[src/rtl/alu_operand_ctrl.sv]
// alu_operand_ctrl: operand registers, button conditioning and writeback
// sequencing for the 4-bit add/subtract ALU lab datapath.
module alu_operand_ctrl #(
    parameter int WIDTH         = 4,
    parameter int SETTLE_CYCLES = 1
) (
    input  logic             clk,
    input  logic             rst,
    input  logic             btn_inc_a,
    input  logic             btn_inc_b,
    input  logic             btn_exec,
    input  logic             op_sub,
    input  logic             dst_sel,
    input  logic [WIDTH-1:0] alu_s,
    input  logic             alu_co,
    output logic [WIDTH-1:0] alu_a,
    output logic [WIDTH-1:0] alu_b,
    output logic             alu_ctrl,
    output logic             flag_c,
    output logic             flag_z,
    output logic             busy
);

    localparam int CW = (SETTLE_CYCLES > 1) ? $clog2(SETTLE_CYCLES) : 1;
    localparam logic [CW-1:0] CNT_INIT = CW'(SETTLE_CYCLES - 1);

    localparam logic [1:0] IDLE   = 2'd0;
    localparam logic [1:0] SETTLE = 2'd1;
    localparam logic [1:0] WB     = 2'd2;

    logic [2:0]    btn;
    logic [2:0]    s1;
    logic [2:0]    s2;
    logic [2:0]    s3;
    logic [2:0]    pulse;
    logic [1:0]    state;
    logic [CW-1:0] cnt;
    logic          dst_r;

    // Bit order: 0 = inc_a, 1 = inc_b, 2 = exec
    assign btn   = {btn_exec, btn_inc_b, btn_inc_a};
    assign pulse = s2 & ~s3;

    always_ff @(posedge clk) begin
        if (rst) begin
            s1 <= '0;
            s2 <= '0;
            s3 <= '0;
        end else begin
            s1 <= btn;
            s2 <= s1;
            s3 <= s2;
        end
    end

    always_ff @(posedge clk) begin
        if (rst) begin
            alu_a    <= '0;
            alu_b    <= '0;
            alu_ctrl <= 1'b0;
            flag_c   <= 1'b0;
            flag_z   <= 1'b0;
            busy     <= 1'b0;
            state    <= IDLE;
            cnt      <= '0;
            dst_r    <= 1'b0;
        end else begin
            unique case (state)
                IDLE: begin
                    if (pulse[0])
                        alu_a <= alu_a + WIDTH'(1);
                    if (pulse[1])
                        alu_b <= alu_b + WIDTH'(1);
                    if (pulse[2]) begin
                        alu_ctrl <= op_sub;
                        dst_r    <= dst_sel;
                        cnt      <= CNT_INIT;
                        state    <= SETTLE;
                        busy     <= 1'b1;
                    end
                end
                SETTLE: begin
                    if (cnt == '0)
                        state <= WB;
                    else
                        cnt <= cnt - CW'(1);
                end
                WB: begin
                    if (dst_r)
                        alu_b <= alu_s;
                    else
                        alu_a <= alu_s;
                    flag_c <= alu_co;
                    flag_z <= (alu_s == '0);
                    state  <= IDLE;
                    busy   <= 1'b0;
                end
                default: begin
                    state <= IDLE;
                    busy  <= 1'b0;
                end
            endcase
        end
    end

endmodule

[config.mk]
export PLATFORM = sky130hd
export DESIGN_NAME = alu_operand_ctrl
export DESIGN_NICKNAME = d
export VERILOG_FILES = /design/src/rtl/alu_operand_ctrl.sv
export SDC_FILE = /design/constraint.sdc
export NUM_CORES = 1
export LEC_CHECK = 0
export BUFFER_PORTS_ARGS = -buffer_cell sky130_fd_sc_hd__buf_4
export CAP_MARGIN = 20
export CORE_MARGIN = 2
export CORE_UTILIZATION = 30
export CTS_BUF_LIST = sky130_fd_sc_hd__clkbuf_16
export DETAILED_ROUTE_END_ITERATION = 7
export PLACE_DENSITY = 0.49
export SLEW_MARGIN = 20
export SYNTH_ARGS = -nofsm -noshare
export SYNTH_HDL_FRONTEND = slang
export SYNTH_SLANG_ARGS = --single-unit
[constraint.sdc]
create_clock -name clk -period 2.36 [get_ports clk]
set_input_delay 0.118 -clock clk [delete_from_list [all_inputs] [get_ports clk]]
set_output_delay 0.118 -clock clk [all_outputs]
set_load 0.03 [all_outputs]
Yosys cells after proc, flatten, opt, wreduce, memory -nomap -nowiden. Index checks and enable logic that the tools add are counted.

Memories: 0. Input bits: 12. Memory bits (read-only): 0. Output and inout bits: 12. Latch bits: 0. Logic and storage cells: 50. Bits in writable memories: 0. Register bits after elaboration: 25.

Shift operators: 0. $lt $le $gt $ge: 0. Multiplexer cells: 14. Eq/ne operators: 8. Multiply operators: 0. Divide/modulo/power cells: 0. Reduce and logical (&&, ||, !) cells: 10. Bitwise logic cells: 3. Add/sub/neg operators: 3.

Operator list (number): 2-to-1 mux 4 bit (4); case mux 4 bit (2 select lines) (2); inequality test 2 bit (second input constant) (6); adder 4 x 1 -> 4 bit (second input constant) (2); AND reduction 2 bit (4); AND reduction 3 bit (2); logical NOT 4 bit (1); 2-to-1 mux 2 bit (2); case mux 1 bit (2 select lines) (2); case mux 2 bit (2 select lines) (1); nonzero test 2 bit (2); bitwise AND 3 bit (1); 2-to-1 mux 1 bit (3); inverter 3 bit (1); == test 2 x 1 -> 1 bit (second input constant) (1); == test 2 bit (second input constant) (1); logical NOT 2 bit (1); inverter 1 bit (1); subtractor 1 bit (second input constant) (1).

Depth between registers and ports, before layout.
Word-level depth: 4. Depth in mapped cells: 4. Mapped depth without buffers: 3.

Least setup slack after synthesis. OpenSTA, ideal clock, no wires.

Kind: reg2reg. Start: reg state[1]. End: reg alu_b[0]. Data required time: 2.227 ns. Arrival time: 1.200 ns. Setup slack: 1.028 ns. Buffers on the path: 0. Cell stages (with the launch flop): 4. Path through: dfxtp_1 or4b_4 a221oi_2 a211oi_2.

Cells in the longest elaborated chain, start to end: 3.

RTL lines: from (decl) (RTL line 36) `logic [1:0] state;`; from (signal assigned) (RTL line 64) `state <= IDLE;`; from (signal assigned) (RTL line 78) `state <= SETTLE;`; from (signal assigned) (RTL line 84) `state <= WB;`; == test 2 bit or logical NOT 2 bit (tied branches) (RTL line 68) `unique case (state)`; inequality test 2 bit (no source line) or nonzero test 2 bit (tied branches); AND reduction 3 bit (no source line); to (signal assigned) (RTL line 73) `alu_b <= alu_b + WIDTH'(1);`; to (signal assigned) (RTL line 90) `alu_b <= alu_s;`; to (decl) (RTL line 17) `output logic [WIDTH-1:0] alu_b,`.

Several ways; a longest one is shown, not always the timed one. A chain may end at the register's enable or synchronous reset.

Worst setup path after layout.
Start: reg state[1]. End: reg alu_b[3].

The elaborated chain is that of the path after synthesis.

==> results.yml <==
cts:
  path_clk_slew_ns: 0.06
  cts_resized: 0
  cts_sinks: 24
  post_cts_buffers: 0
  cts_tree: "built"
  clock_latency_ns: 0.25
  cts.hold.buffers_added: 0
  clock-root-buffer: "clkbuf_16"
  clk_path_buf_depth: 2
  htreeDepth: 1
  cts-buffers-inserted: 3
drt:
  drc: 0
  totalWireLength_um: 2220
  dr.pass1.iters: 4
  ant_nets: 0
  vias_per_cell: 4.96
  wl_per_cell_um: 12.4
  vias: 887
  dr.first_iter.drc_count: 69
worst_setup_path:
  crit_buf_inv: 0
  slowest_delay_ns: 0.65
  crit_family: "flip-flops"
  startpoint_type: "flip-flop"
  crit_required_ns: 2.49
  critPathLaunch: "state[1]"
  path_cells: "nor2b_1 > a2bb2oi_1 > o32ai_1"
  cp.arrival_ns: 1.84
  cp_max_fo: 17
  reg2reg_from: "state[1]"
  slowest_stage: "dfxtp_1"
  end_kind: "flip-flop"
  critPathKind: "flip-flop to flip-flop"
final_layout:
  most-common-layout-cells: "dfxtp_1, buf_4, nor2b_1"
  layout_commonest_cell: "dfxtp_1"
  antenna_cells: 0
  fin_cells: 179
  nets: 147
  finish.utilization_pct: 38.1
  final_layout_size_suffix_gt1_share_pct: 27.5
  synthToLayoutAreaGrowth_pct: 23.5
  fin_area_sq_um: 1390
synthesis:
  synth_top_area_share_pct: 42.9
  ys_seq_elements: 24
  synth_cell_types: 32
  syn-num-nets: 126
  syn_avg_cell_area_sq_um: 10.0
  netlist_area_sq_um: 1120
  seq_area_frac_synth_pct: 42.9
  synthTopCellsByArea: "dfxtp_1, nor2b_1, a221oi_2"
  synth_top_area_cell: "dfxtp_1"
  ys_warn_count: 0
  netlist_instances: 112
die:
  io_pins: 24
  dieWidth_um: 65.1
  rows: 22
  die-area_sq_um: 4240
  start_util_pct: 30.9
  die_h_um: 65.1
  coreArea_sq_um: 3630
placement:
  dp_slack_ns: 0.650
  hpwl_um: 1600
  port_buffers: 23
  placed_area_sq_um: 1310
  globalplace.congestion: 0.755
  dp_cells: 176
sta:
  worst_pin_slew_ns: 0.636
  maxSlewViolCount: 0
  hold_violations: 0
  rsz0062_at_grt: "no"
  relSlewSlack_pct: 57.5
  finalSetupTns_ns: 0
  fin_crit_ns: 1.71
  worst_clock_skew_ns: 0.00169
  period_share_pct: 72.6
  finalSetupViolations: 0
  max_freq_mhz: 584
  layout_setup_ws_ns: 0.648
  worst_hold_slack_ns: 0.0721
global_routing:
  overflow: 0
  antenna_found_initial: 0
  grt_pass1_wl_um: 4070
  globalRouteTotalUtil_pct: 12.4
  grt_max_degree: 29
  grt_pass1_vias: 864
pwr:
  leakagePower_nw: 0.518
  finalPower_uw: 873
  powerDensity_nw_per_um2: 631
  ir_worst_vdd_mv: 0.320
min_path:
  min_from: "btn_inc_b"
  hold_path_class: "primary input to flip-flop"
flow_run:
  drv_cap: 0
outcome:
  status: "complete, no violations"
[Yosys cell counts, drive strengths merged]
cell type and n:
dfxtp 24, a221oi 4, a31oi 4, and3 2, nor2 3, or3b 1
clkbuf 4, ha 2, buf 3, nor3b 2, nor3 4, nor2b 10
a21oi 5, and3b 4, inv 6, o32ai 4, a2bb2oi 4, nor4b 3
or4b 3, nor4 1, a211oi 2, nand3b 1, nand2b 6, o22ai 2
nand2 8
[kinds of logic (layout without fill, tap and decap cells)]
kind of cell | Yosys count | in the layout | synth area share (%)
AND/OR/NAND/NOR | 48 | 48 | 30.0
flip-flops | 24 | 24 | 42.9
buffers and inverters | 13 | 32 | 5.91
AO/OA/AOI/OAI | 25 | 25 | 19.0
adder cells (fa/ha/maj) | 2 | 2 | 2.23
[worst register-to-register path, delay by kind of cell, from the launching register on]
family             cells  cell delay (ns)
AOI/OAI and AO/OA      2             0.34
DFF                    1             0.65
and+or+nand+nor        1             0.60
[path summary, 6_finish.rpt]
check	endpoint	slack, ns	cells after the start
max	alu_b[3]	0.65	3
min	s1[1]	0.07	2
max reg2reg	alu_b[3]	0.65	3
min reg2reg	s2[0]	0.44	1
[layout make-up]
cell class / instances / area, sq um
Fill cell: 386 / 2250
Multi-Input combinational cell: 75 / 574
Sequential cell: 24 / 480
Timing Repair Buffer: 23 / 173
Clock buffer: 3 / 75.1
Tap cell: 48 / 60.1
Inverter: 6 / 22.5
[where the power goes]
part | switching [mW] | total (mW) | internal (mW) | leakage [nW]
Sequential | 0.0114 | 0.430 | 0.419 | 0.196
Combinational | 0.0427 | 0.0831 | 0.0404 | 0.285
Clock | 0.136 | 0.360 | 0.224 | 0.0370
Total | 0.190 | 0.873 | 0.683 | 0.518
[state kept, by name (all words and copies together) (netlist names), 2 cells and up]
name / cells
alu_a: 4
alu_b: 4
s1: 3
s2: 3
s3: 3
state: 2
[layer usage]
layer  wire length [um]  part of all wire [%]  up-vias  track usage, %
li1                   -                     -      448               -
met2                974                    44       30            19.3
met4                 31                   1.4        0            3.91
met3                116                   5.2        5            3.08
met5                  0                     0        -               0
met1               1100                    50      404            16.8
Note: power is estimated with default switching activity, not from simulation.
